### config.mk
export PLATFORM = sky130hd
export DESIGN_NAME = gauss3x3_window
export DESIGN_NICKNAME = d
export VERILOG_FILES = /design/src/rtl/gauss3x3_window.sv
export SDC_FILE = /design/constraint.sdc
export NUM_CORES = 1
export LEC_CHECK = 0
export ABC_CLOCK_PERIOD_IN_PS = 3500
export CORE_AREA = 10 10 158 123
export DETAILED_ROUTE_END_ITERATION = 7
export DIE_AREA = 0 0 168 133
export GPL_ROUTABILITY_DRIVEN = 1
export PLACE_DENSITY = 0.7
export SLEW_MARGIN = 10
export SYNTH_ARGS = -nofsm -noshare
export SYNTH_HDL_FRONTEND = slang
export SYNTH_SLANG_ARGS = --single-unit
### constraint.sdc
create_clock -name in_clk -period 3.5 [get_ports in_clk]
set_input_delay 0.525 -clock in_clk [delete_from_list [all_inputs] [get_ports in_clk]]
set_output_delay 0.525 -clock in_clk [all_outputs]
set_load 0.03 [all_outputs]
### src/rtl/gauss3x3_window.sv
// gauss3x3_window: builds a 3x3 window from streamed 3-row pixel columns and
// applies the Gaussian kernel [1 2 1; 2 4 2; 1 2 1]/16, emitting only
// valid-convolution pixels with a fixed 3-cycle latency.
// Optional macro GAUSS_ROUND_EN: round half up on the final divide by 16
// (default build truncates).
module gauss3x3_window #(
  parameter int DATA_WIDTH = 8,
  parameter int IMG_WIDTH  = 1024,
  parameter int IMG_HEIGHT = 768
) (
  input  logic                    in_clk,
  input  logic                    rst_n,
  input  logic                    in_vs,
  input  logic                    in_de,
  input  logic [3*DATA_WIDTH-1:0] in_col,
  output logic                    out_de,
  output logic [DATA_WIDTH-1:0]   out_data
);

  localparam int COL_W = $clog2(IMG_WIDTH);
  localparam int ROW_W = $clog2(IMG_HEIGHT);
  localparam int V_W   = DATA_WIDTH + 2;
  localparam int S_W   = DATA_WIDTH + 4;
  localparam int CW    = 3 * DATA_WIDTH;

  localparam logic [COL_W-1:0] COL_LAST = COL_W'(IMG_WIDTH - 1);
  localparam logic [ROW_W-1:0] ROW_LAST = ROW_W'(IMG_HEIGHT - 1);
  localparam logic [COL_W-1:0] COL_TWO  = COL_W'(2);
  localparam logic [ROW_W-1:0] ROW_TWO  = ROW_W'(2);

  // Position counters
  logic [COL_W-1:0] col_cnt_q, col_cnt_d;
  logic [ROW_W-1:0] row_cnt_q, row_cnt_d;
  logic [COL_W-1:0] eff_col;
  logic [ROW_W-1:0] eff_row;
  logic             win_ok;

  // Stage 1: window columns (left = oldest, right = newest)
  logic [CW-1:0] col_l_q, col_l_d;
  logic [CW-1:0] col_c_q, col_c_d;
  logic [CW-1:0] col_r_q, col_r_d;
  logic          de_p1_q, de_p1_d;

  // Stage 2: vertical sums per window column
  logic [V_W-1:0] v_l_q, v_l_d;
  logic [V_W-1:0] v_c_q, v_c_d;
  logic [V_W-1:0] v_r_q, v_r_d;
  logic           de_p2_q, de_p2_d;

  // Stage 3: horizontal sum and normalisation
  logic [S_W-1:0]        sum_s;
  logic [S_W-1:0]        sum_r;
  logic                  out_de_q, out_de_d;
  logic [DATA_WIDTH-1:0] out_data_q, out_data_d;
  logic                  unused_sum_lsbs;

  // top + 2*mid + bot for one packed column; the result cannot overflow V_W bits
  function automatic logic [V_W-1:0] vsum(input logic [CW-1:0] col);
    logic [V_W-1:0] top;
    logic [V_W-1:0] mid;
    logic [V_W-1:0] bot;
    top = {2'b00, col[3*DATA_WIDTH-1:2*DATA_WIDTH]};
    mid = {1'b0, col[2*DATA_WIDTH-1:DATA_WIDTH], 1'b0};
    bot = {2'b00, col[DATA_WIDTH-1:0]};
    return top + mid + bot;
  endfunction

  // Column/row tracking; a frame-start pulse makes the current column count as (0,0)
  always_comb begin
    eff_col   = col_cnt_q;
    eff_row   = row_cnt_q;
    col_cnt_d = col_cnt_q;
    row_cnt_d = row_cnt_q;
    if (in_vs) begin
      eff_col   = '0;
      eff_row   = '0;
      col_cnt_d = '0;
      row_cnt_d = '0;
    end
    if (in_de) begin
      if (eff_col == COL_LAST) begin
        col_cnt_d = '0;
        row_cnt_d = (eff_row == ROW_LAST) ? '0 : eff_row + ROW_W'(1);
      end else begin
        col_cnt_d = eff_col + COL_W'(1);
      end
    end
    win_ok = (eff_col >= COL_TWO) && (eff_row >= ROW_TWO);
  end

  // Shift the window one column left on every valid input column
  always_comb begin
    col_l_d = col_l_q;
    col_c_d = col_c_q;
    col_r_d = col_r_q;
    de_p1_d = in_de & win_ok;
    if (in_de) begin
      col_l_d = col_c_q;
      col_c_d = col_r_q;
      col_r_d = in_col;
    end
  end

  // Vertical weighting of each window column, captured only for a completed window
  always_comb begin
    v_l_d   = v_l_q;
    v_c_d   = v_c_q;
    v_r_d   = v_r_q;
    de_p2_d = de_p1_q;
    if (de_p1_q) begin
      v_l_d = vsum(col_l_q);
      v_c_d = vsum(col_c_q);
      v_r_d = vsum(col_r_q);
    end
  end

  // Horizontal weighting and divide by 16; output data holds between valid pulses
  always_comb begin
    sum_s = {2'b00, v_l_q} + {1'b0, v_c_q, 1'b0} + {2'b00, v_r_q};
`ifdef GAUSS_ROUND_EN
    sum_r = sum_s + S_W'(8);
`else
    sum_r = sum_s;
`endif
    unused_sum_lsbs = ^sum_r[3:0];
    out_de_d        = de_p2_q;
    out_data_d      = out_data_q;
    if (de_p2_q) begin
      out_data_d = sum_r[S_W-1:4];
    end
  end

  // All state registers; reset clears position, window, pipeline and outputs
  always_ff @(posedge in_clk or negedge rst_n) begin
    if (!rst_n) begin
      col_cnt_q  <= '0;
      row_cnt_q  <= '0;
      col_l_q    <= '0;
      col_c_q    <= '0;
      col_r_q    <= '0;
      de_p1_q    <= 1'b0;
      v_l_q      <= '0;
      v_c_q      <= '0;
      v_r_q      <= '0;
      de_p2_q    <= 1'b0;
      out_de_q   <= 1'b0;
      out_data_q <= '0;
    end else begin
      col_cnt_q  <= col_cnt_d;
      row_cnt_q  <= row_cnt_d;
      col_l_q    <= col_l_d;
      col_c_q    <= col_c_d;
      col_r_q    <= col_r_d;
      de_p1_q    <= de_p1_d;
      v_l_q      <= v_l_d;
      v_c_q      <= v_c_d;
      v_r_q      <= v_r_d;
      de_p2_q    <= de_p2_d;
      out_de_q   <= out_de_d;
      out_data_q <= out_data_d;
    end
  end

  assign out_de   = out_de_q;
  assign out_data = out_data_q;

endmodule

==> results of run 1 <==
## cell type report
| type | count | share of cell area [%] |
|---|---|---|
| inverter | 32 | 1.42 |
| timing repair buffer | 41 | 4.78 |
| sequential | 133 | 39.2 |
| multi-input combinational | 436 | 43.9 |
| clock buffer | 18 | 5.18 |
| tap | 215 | 3.17 |
| clock inverter | 14 | 2.33 |
## layer usage
layer	track usage [%]	wire length, um
met1	19.0	7480
met2	19.6	6430
met3	3.85	609
met4	3.96	90
met5	0	0
## cell families (layout without fill, tap and decap cells)
| group | after synthesis | in the layout | synth area share, % |
|---|---|---|---|
| AO/OA/AOI/OAI | 102 | 102 | 9.06 |
| AND/OR/NAND/NOR | 164 | 164 | 11.9 |
| buffers and inverters | 52 | 105 | 2.69 |
| multiplexers | 78 | 78 | 12.1 |
| XOR/XNOR | 19 | 19 | 2.30 |
| flip-flops | 133 | 133 | 45.9 |
| adder cells (fa/ha/maj) | 73 | 73 | 16.0 |
## worst max-delay path, stage by stage (launching register included)
cell	delay, ps
dfrtp_1	350
inv_1	70
fa_1	530
inv_1	40
ha_1	220
fa_1	420
a21o_1	170
a21oi_1	270
o21ai_0	130
and3b_1	200
o41a_1	310
## state kept, by name (all words and copies together) (netlist names)
name	count
col_cnt_q	10
col_r_q	24
out_data	8
v_l_q	10
de_p1_q	1
v_r_q	10
out_de	1
col_c_q	24
col_l_q	24
v_c_q	10
de_p2_q	1
row_cnt_q	10
## power breakdown
group          total, mW  leakage, nW  internal [mW]  switching [mW]
sequential          1.81         1.69           1.68           0.131
clock               1.92        0.308           1.22           0.702
combinational       1.33         1.77          0.622           0.704
## worst min path at each step
stage,cells past startpoint,endpoint,slack [ps],from
2_1_floorplan,0,col_c_q[0],230,rst_n
3_3_place_gp,2,col_l_q[17],470,col_c_q[17]
3_5_place_dp,2,col_c_q[17],470,col_r_q[17]
4_1_cts,2,out_de,250,rst_n
5_1_grt,2,col_l_q[17],290,rst_n
6_report,2,col_l_q[8],190,rst_n
## synth_stat cells, drive strengths merged (3+ instances only)
library cell / number
o41a: 4
nor3: 13
nand4b: 3
a31o: 3
o311ai: 4
xor2: 5
nand3: 8
or3: 5
nand4: 6
dfrtp: 133
nand3b: 10
o21bai: 3
nand2b: 4
a21o: 4
o21ai: 28
ha: 40
nand2: 46
inv: 31
nor2: 33
mux2: 76
o21a: 7
nor2b: 14
xnor2: 14
nor4: 8
or3b: 3
and3b: 3
fa: 33
o31ai: 11
a21oi: 25
clkbuf: 19
and3: 3
a211oi: 4
## placed cells by master, fill, tap and decap left out, drive strengths merged, types with 6 or more instances in the layout
master / instances
nand3: 8
xnor2: 14
mux2: 76
nor2b: 14
fa: 33
inv: 35
clkdlybuf4s50: 34
nand3b: 10
buf: 7
ha: 40
o21a: 7
nor3: 13
nor4: 8
dfrtp: 133
nand4: 6
nor2: 33
a21oi: 25
clkbuf: 18
o31ai: 11
o21ai: 28
nand2: 46
==> impl_metrics.ini, run 1 <==
[outcome]
run_status = finished clean

[setup_path]
rr_startpoint = col_r_q[1]
startpoint_type = flop
capturing_instance_or_port_of_the_critical_path = v_r_q[9]
timing_worst_setup_path_type = flop to flop
r2r_slack_ps = 660
critPathRequiredTime_ps = 3800
critical_path.max_fanout = 3
worst_r2r_path_depth = 10
worst_setup_path_end_kind = flop
worst-endpoint-arrival_ps = 3140
crit_reg_reg_endpoint = v_r_q[9]
startpoint = col_r_q[1]

[yosys]
synth_enable_flop_cells = 0
yosys-top-cells-area = dfrtp_1, mux2_2, fa_1
yosysUniqueCellTypes = 47
syn_area_um2 = 7250
synthCells = 621
synth_async_sr_flop_share_pct = 100
syn-num-nets = 722
synth.avg_cell_area_um2 = 11.7
postSynthRegisterBits = 133
ys.warnings.count = 0
synthFlopType = dfrtp_1
post-synth-top-area-cell = dfrtp_1
synth_sequential_area_ratio_pct = 45.9
post-synth-top-area-fraction_pct = 45.9

[cts]
hold_buffer_count_at_cts = 0
ctsResizeCount = 0
cts_num_sinks = 133
cts_tree = built
cts_buffers = 17
ctsLongestPathBuffers = 2
clockRootBuffer = clkbuf_16
htreeDepth = 4
cts_setup_buffers = 0
clk_transition_reported_paths_ps = 60
worstSkewPairLatency_ps = 420

[place]
placedInstanceArea_um2 = 7850
placed_cells_incl_taps = 857
hpwlAfterDp_um = 10500
gp_congestion = 0.844
port-buffer-count = 36
detailedPlace.worstSlack_ps = 562

[sta]
final-max-slew-violation-count = 0
post_route_worst_setup_slack_ps = 661
post_route_hold_slack_ps = 194
tightestPinTransition_ps = 817
setup-violations-final = 0
finalSetupTns_ps = 0
layout_worst_path_cycle_share_pct = 81.1
rsz0062_at_grt = false
timing.slew.headroom_pct = 45.6
clock_skew_ps = 8.98
min_period_ps = 2840
final_hold_viol_count = 0
max_freq_mhz = 352

[cells_and_area]
antennaDiodeCount = 0
fraction_of_layout_cells_with_a_size_suffix_above_1_pct = 18.1
instances_no_fill = 889
post-route-cell-area_um2 = 8490
final-seq-area_um2 = 3330
final.fill_count = 1377
multi_input_comb_area_um2 = 3730
syn2layout_area_growth_pct = 17.1
postLayoutCoreUtil_pct = 51.5
finalNetCount = 762

[floorplan]
start_util_pct = 44.0
die_w_um = 168
die-area_um2 = 22300
boundaryPins = 37
floorplan.core_area_um2 = 16500
floorplan.rows = 41
die_height_um = 133

[routing]
detail_route.vias_per_cell = 5.39
vias = 4795
postRouteWirelength_um = 14600
drtIter0Drc = 327
dr.pass1.iters = 4
drt_drc_violations_left = 0
ant_nets = 0
drt-wirelength-per-cell_um = 16.4

[global_route]
grt_util_all_layers_pct = 13.5
antenna_found_initial = 0
grt_first_pass_wirelength_um = 24800
pin_count_of_the_biggest_net_entering_global_routing = 134
gr-total-overflow = 0
first_global_vias = 4974

[pwr]
ir_drop_uv = 429
power_per_cell_area_nw_per_um2 = 596
leakage_power_of_the_design_nw = 3.76
total_power_mw = 5.06

[run]
drv.max_cap_violation_count = 0

[hold_path]
hold_class = input pin to asynchronous set/reset pin
(Power assumes the default switching activity.)
==> inputs of run 2 (changes only) <==
--- a/config.mk
+++ b/config.mk
@@ -5,7 +5,7 @@
 export SDC_FILE = /design/constraint.sdc
 export NUM_CORES = 1
 export LEC_CHECK = 0
-export ABC_CLOCK_PERIOD_IN_PS = 3500
+export ABC_CLOCK_PERIOD_IN_PS = 3000
 export CORE_AREA = 10 10 158 123
 export DETAILED_ROUTE_END_ITERATION = 7
 export DIE_AREA = 0 0 168 133
==> constraint.sdc (replaced) <==
create_clock -name in_clk -period 3 [get_ports in_clk]
set_input_delay 0.45 -clock in_clk [delete_from_list [all_inputs] [get_ports in_clk]]
set_output_delay 0.45 -clock in_clk [all_outputs]
set_load 0.03 [all_outputs]
==> impl_metrics.ini, run 2 (synthesis gave the netlist of run 1 again) <==
[setup_path]
critical_path.cell_chain = inv_1 > fa_1 > inv_1 > ha_1 > fa_1 > a21o_1 > a21oi_1 > o21ai_0 > and3b_1 > o41a_1
rr_startpoint = col_r_q[1]
r2r_slack_ps = 210
slowest_delay_ps = 540
worst_path_dominant_cell_family = adder cells
worst_setup_path_end_kind = flop
worst-endpoint-arrival_ps = 3090
critical_path.n_buffers_inverters = 2
critPathRequiredTime_ps = 3290
startpoint_type = flop
critical_path.max_fanout = 3
critical_path.slowest_cell = fa_1
worst_r2r_path_depth = 10
crit_reg_reg_endpoint = v_r_q[9]
timing_worst_setup_path_type = flop to flop

[floorplan]
boundaryPins = 37
floorplan.core_area_um2 = 16500
start_util_pct = 44.0
die-area_um2 = 22300
die_w_um = 168
floorplan.rows = 41
die_height_um = 133

[cells_and_area]
syn2layout_area_growth_pct = 17.6
antennaDiodeCount = 0
layout_top_registers = col_c_q: 24 flops, col_l_q: 24 flops, col_r_q: 24 flops
final_cell_mix = dfrtp_1, mux2_2, nand2_1, ha_1, clkdlybuf4s50_1
post-route-cell-area_um2 = 8530
fraction_of_layout_cells_with_a_size_suffix_above_1_pct = 18.2
instances_no_fill = 892
mostFrequentLayoutCell = dfrtp_1
finalNetCount = 766
final-seq-area_um2 = 3330
final.fill_count = 1421
multi_input_comb_area_um2 = 3730

[outcome]
run_status = finished clean

[global_route]
grt_first_pass_wirelength_um = 25300
first_global_vias = 4971
grt_util_all_layers_pct = 13.9
antenna_found_initial = 1
pin_count_of_the_biggest_net_entering_global_routing = 85
gr-total-overflow = 0

[routing]
vias = 4745
dr.pass1.iters = 5
detailroute.wirelength.met2_um = 6320
drt_drc_violations_left = 0
top_layer_used = met4
detail_route.vias_per_cell = 5.32
drtIter0Drc = 342
met3WireLength_um = 622
ant_nets = 0
drt-wirelength-per-cell_um = 16.6
routedLengthMet1_um = 7610
postRouteWirelength_um = 14800

[sta]
tightestPinTransition_ps = 988
finalSetupTns_ps = 0
layout_worst_path_cycle_share_pct = 93.1
min_period_ps = 2790
clock_skew_ps = 7.07
final-max-slew-violation-count = 0
setup-violations-final = 0
final_hold_viol_count = 0
timing.slew.headroom_pct = 34.1
post_route_worst_setup_slack_ps = 208
max_freq_mhz = 358
rsz0062_at_grt = false

[cts]
clk_transition_reported_paths_ps = 60
cts_tree = built
ctsResizeCount = 0
cts_setup_buffers = 0
ctsLongestPathBuffers = 2
clockRootBuffer = clkbuf_16
hold_buffer_count_at_cts = 0
worstSkewPairLatency_ps = 420
htreeDepth = 4
cts_buffers = 17
cts_num_sinks = 133

[place]
detailedPlace.worstSlack_ps = 211
hpwlAfterDp_um = 10700
placedInstanceArea_um2 = 7900
gp_congestion = 0.840
placed_cells_incl_taps = 861
port-buffer-count = 36

[pwr]
power_per_cell_area_nw_per_um2 = 692
ir_drop_uv = 421
leakage_power_of_the_design_nw = 3.79

[run]
drv.max_cap_violation_count = 0

[hold_path]
hold_class = input pin to asynchronous set/reset pin
[run 2: how the worst max path moves through the flow]
stage,cells after the start,start,to,slack (ps)
floorplan,10,col_c_q[1],v_c_q[9],410
global placement,10,col_c_q[1],v_c_q[9],290
detailed placement,10,col_r_q[1],v_r_q[9],210
CTS,10,col_r_q[1],v_r_q[9],200
global route,10,col_c_q[1],v_c_q[9],90
finish,10,col_r_q[1],v_r_q[9],210
[run 2: area by class of cell]
class,count,area share (%)
Tap cell,215,3.15
Inverter,32,1.41
Clock buffer,22,5.56
Multi-Input combinational cell,436,43.7
Sequential cell,133,39.0
Timing Repair Buffer,45,5.40
Clock inverter,9,1.76
[run 2: per-layer routing]
metal	up-vias	global-route usage [%]
li1	2293	-
met1	2348	19.9
met2	87	19.7
met3	17	3.52
met4	0	5.07
met5	-	0
[run 2: metrics by stage]
stage	utilization, %	power, mW	hold WS, ps
5_1_grt	51.8	6.26	212
4_1_cts	51.8	5.95	176
6_report	51.8	5.91	141
3_3_place_gp	48.0	3.66	465
2_1_floorplan	-	3.22	154
3_5_place_dp	48.0	3.72	477
[run 2: power breakdown]
group | switching, mW | total, mW | internal (mW)
clock network | 0.757 | 2.20 | 1.45
logic | 0.836 | 1.58 | 0.748
registers | 0.154 | 2.12 | 1.96
total | 1.75 | 5.91 | 4.16
==> inputs of run 3 (changes only) <==
--- a/config.mk
+++ b/config.mk
@@ -6,9 +6,9 @@
 export NUM_CORES = 1
 export LEC_CHECK = 0
 export ABC_CLOCK_PERIOD_IN_PS = 3000
-export CORE_AREA = 10 10 158 123
+export CORE_AREA = 5 5 153 118
 export DETAILED_ROUTE_END_ITERATION = 7
-export DIE_AREA = 0 0 168 133
+export DIE_AREA = 0 0 158 123
 export GPL_ROUTABILITY_DRIVEN = 1
 export PLACE_DENSITY = 0.7
 export SLEW_MARGIN = 10
==> impl_metrics.ini, run 3 (synthesis gave the netlist of run 1 again) <==
[floorplan]
die-area_um2 = 19400
floorplan.core_area_um2 = 16500
die_height_um = 123
boundaryPins = 37
floorplan.rows = 41
start_util_pct = 44.0
die_w_um = 158

[pwr]
power_per_cell_area_nw_per_um2 = 687
share_seq_of_total_power_pct = 36.1
p_comb_share_pct = 27.3
internal-power_mw = 4.09
ir_drop_uv = 435
p_switching_mw = 1.76
switching_fraction_pct = 30.1
power_frac_clock_pct = 36.6
leakage_power_of_the_design_nw = 3.77

[place]
hpwlAfterDp_um = 10600
gp_congestion = 0.852
port-buffer-count = 36
placed_cells_incl_taps = 860

[setup_path]
critPathRequiredTime_ps = 3290
worst_r2r_path_depth = 10
worst_setup_path_end_kind = flop
critical_path.max_fanout = 3
r2r_slack_ps = 160
rr_startpoint = col_r_q[1]
worst-endpoint-arrival_ps = 3130
crit_reg_reg_endpoint = v_r_q[9]
startpoint_type = flop
timing_worst_setup_path_type = flop to flop

[sta]
setup-violations-final = 0
finalSetupTns_ps = 0
layout_worst_path_cycle_share_pct = 94.7
min_period_ps = 2840
clock_skew_ps = 5.99
max_freq_mhz = 352
rsz0062_at_grt = false
tightestPinTransition_ps = 692
final-max-slew-violation-count = 0
timing.slew.headroom_pct = 53.9
final_hold_viol_count = 0

[cells_and_area]
layout_top_registers = col_c_q: 24 flops, col_l_q: 24 flops, col_r_q: 24 flops
finalNetCount = 766
mostFrequentLayoutCell = dfrtp_1
fraction_of_layout_cells_with_a_size_suffix_above_1_pct = 18.0
instances_no_fill = 892
syn2layout_area_growth_pct = 17.3
final_cell_mix = dfrtp_1, mux2_2, nand2_1, ha_1, clkdlybuf4s50_1
antennaDiodeCount = 0

[global_route]
grt_util_all_layers_pct = 16.3
pin_count_of_the_biggest_net_entering_global_routing = 116
busiest_layer = met2
first_global_vias = 4998
groute.layer.met2.usage_pct = 24.4
globalRouteMet3Util_pct = 3.88
gr-total-overflow = 0
grt.met1_usage_pct = 23.4
grt_first_pass_wirelength_um = 24800
antenna_found_initial = 0

[cts]
ctsLongestPathBuffers = 2
cts_buffers = 17
worstSkewPairLatency_ps = 420
clk_transition_reported_paths_ps = 60
htreeDepth = 4
cts_tree = built
clockRootBuffer = clkbuf_16
cts_setup_buffers = 0
cts_num_sinks = 133

[hold_path]
hold_class = input pin to asynchronous set/reset pin

[routing]
postRouteWirelength_um = 14600
detail_route.vias_per_cell = 5.37
drt-wirelength-per-cell_um = 16.4
drtIter0Drc = 235
vias = 4789
drt_drc_violations_left = 0
ant_nets = 0
dr.pass1.iters = 4

[run]
drv.max_cap_violation_count = 0

[outcome]
run_status = finished clean
-- run 3: how the worst max path moves through the flow --
stage	from	to	slack, ps	cells after the start
2_1_floorplan	col_c_q[1]	v_c_q[9]	410	10
3_3_place_gp	col_r_q[1]	v_r_q[9]	290	10
3_5_place_dp	in_vs	row_cnt_q[3]	200	10
4_1_cts	col_r_q[1]	v_r_q[9]	170	10
5_1_grt	col_r_q[1]	v_r_q[9]	4	10
6_report	col_r_q[1]	v_r_q[9]	160	10
-- run 3: repair_timing --
| action | in CTS | in global routing |
|---|---|---|
| hold buffers | 1 | 0 |
| gates resized for setup | 0 | 0 |
| setup endpoints to repair | 0 | 0 |
| endpoints found under the hold margin | 18 | 0 |
-- run 3: stage by stage --
step / hold WS (ps) / area, um2 / worst slack (ps) / util [%] / total power [mW]
2_1_floorplan: 154 / 7250 / 408 / - / 3.22
3_3_place_gp: 342 / 7880 / 291 / 47.9 / 3.64
3_5_place_dp: 344 / 7880 / 202 / 47.9 / 3.71
4_1_cts: 438 / 8500 / 167 / 51.6 / 5.88
5_1_grt: 474 / 8500 / 4.02 / 51.6 / 6.17
6_report: 445 / 8500 / 160 / 51.6 / 5.85
-- run 3: area by class of cell --
type	instances	area (um2)
clock buffer	23	488
tap	215	269
sequential	133	3330
inverter	32	120
multi-input combinational	436	3730
timing repair buffer	45	450
clock inverter	8	123
fill	1402	7960
-- run 3: critical path: stages (launching register included) --
cell,delay [ps]
dfrtp_1,360
inv_1,80
fa_1,540
inv_1,40
ha_1,220
fa_1,420
a21o_1,190
a21oi_1,270
o21ai_0,120
and3b_1,190
o41a_1,300
-- run 3: layer usage --
| metal | up-vias | routed length [um] |
|---|---|---|
| li1 | 2307 | - |
| met1 | 2364 | 7250 |
| met2 | 99 | 6540 |
| met3 | 19 | 617 |
| met4 | 0 | 228 |
| met5 | - | 0 |
-- run 3: power groups by stage --
stage | clock network, mW | logic (mW) | registers (mW)
finish | 2.14 | 1.59 | 2.11
global route | 2.26 | 1.77 | 2.14
CTS | 2.18 | 1.59 | 2.12
detailed placement | 0 | 1.57 | 2.15
global placement | 0 | 1.51 | 2.13
floorplan | 0 | 1.11 | 2.11
==> RTL change (settings of run 1) <==
The parameter `IMG_HEIGHT` goes from 768 to 3072.
--- a/src/rtl/gauss3x3_window.sv
+++ b/src/rtl/gauss3x3_window.sv
@@ -8,3 +8,3 @@
   parameter int IMG_WIDTH  = 1024,
-  parameter int IMG_HEIGHT = 768
+  parameter int IMG_HEIGHT = 3072
 ) (
Behaviour: same outputs for any inputs over 10 cycles, from zero or initial values and one cycle with rst_n low; that may be too few to reach the edited logic, so the function may still have changed.
==> RTL change against run 1 <==
- worst setup slack improved by 0.036 ns
- global-route usage increased by 0.76 points
- worst hold slack got worse by 0.091 ns
- utilization increased by 0.50 points
- maximum frequency increased by 1.3%
- synthesized area increased by 2.8%
- cell area increased by 0.97%
- wire length increased by 2.1%
- sequential cell count increased by 2
Power is not compared: it rests on default switching activity, and its combinational part moved more than twofold at a synthesized area within 25%.
==> RTL change: results (changes against run 1) <==
- Outcome: complete, no violations (unchanged)
- Largest net degree at the start of global routing: 79 (was 134)
- Post-Syn Nets: 733 (was 722)
- Total Wirelength: 14910 um (was 14610 um)
- Post-CTS Setup Inserts: 0 (unchanged)
- YS warnings: 0 (unchanged)
- Adder-cell share of the synthesized area: 0.1559 (was 0.1602)
- First-pass GRT wire length: 25850 um (was 24760 um)
- Routed vias/inst: 5.452 (was 5.394)
- Ys async rst share: 1.000 (unchanged)
- Met3 Track Usage GR: 0.03906 (was 0.03847)
- Initial antenna violation count: 0 (unchanged)
- Sequential-to-total area share from yosys stat: 0.4535 (was 0.4591)
- Critical Path AT: 3.10 ns (was 3.14 ns)
- GR Util met2: 0.2111 (was 0.1965)
- Multi-input logic area: 3856 um2 (was 3726 um2)
- Multi-input gates: 442 (was 436)
- Slew @ Worst Pin: 0.9358 ns (was 0.8167 ns)
- Synth cell count leaders: dfrtp_1, mux2_2, ha_1 (was dfrtp_1, mux2_2, nand2_1)
- Fraction of area in registers: 0.3943 (was 0.3922)
- Vias in the first global route: 5245 (was 4974)
- Clock power frac: 0.243
- Clock buffers: 23 (was 18)
- Top flop regs: col_c_q (24), col_l_q (24), col_r_q (24) (unchanged)
- CP Max Fanout: 3 (unchanged)
- XOR/XNOR share of the synthesized area: 0.03292 (was 0.02295)
- Layout cells sized above 1: 0.1832 (was 0.1810)
- Compound-Gate Fraction of Synth Area: 0.08129 (was 0.09061)
- Fin nets: 770 (was 762)
- Power Total: 6.733 mW
- DRT iter0 DRCs: 281 (was 327)
- Clock skew: 0.009867 ns (was 0.008981 ns)
- Clock sinks: 135 (was 133)
- Detailed placement HPWL: 10860 um (was 10460 um)
- Total Routing Usage GR: 0.1426 (was 0.1350)
- Final clock-cell share: 0.06250 (was 0.07505)
- IO buf count: 36 (unchanged)
- Mux cell area share after synthesis: 0.1236 (was 0.1208)
- FILL cells: 1438 (was 1377)
- Buffering overhead: 0.04775 (was 0.04777)
- Synth area leaders: dfrtp_1, mux2_2, fa_1 (unchanged)
- Met1 usage: 0.1923 (was 0.1902)
- Synth cell types: 61 (was 47)
- Routability cong.: 0.8252 (was 0.8437)
[RTL change: worst paths after layout]
kind | end | slack [ns] | cells after the start
max in group asynchronous | col_c_q[21] | 2.60 | 2
hold reg to reg | out_data[0] | 0.50 | 1
min in group in_clk | de_p1_q | 0.40 | 3
setup / recovery | v_r_q[9] | 0.70 | 10
hold / removal | v_r_q[1] | 0.10 | 1
setup reg to reg | v_r_q[9] | 0.70 | 10
[RTL change: stage by stage]
stage          worst slack, ns  area [um2]  cells  hold WS, ns
2_1_floorplan           0.8930        7450    632       0.2294
3_3_place_gp            0.6812        8033    865       0.4895
3_5_place_dp            0.6282        8033    865       0.4988
4_1_cts                 0.6990        8568    892       0.1183
5_1_grt                 0.5237        8568    892       0.1486
6_report                0.6969        8568    892       0.1023
[RTL change: layer usage]
| layer | up-vias | routed length [um] |
|---|---|---|
| met3 | 27 | 708 |
| met1 | 2421 | 7288 |
| met2 | 98 | 6635 |
| met4 | 0 | 274 |
| met5 | - | 0 |
| li1 | 2317 | - |
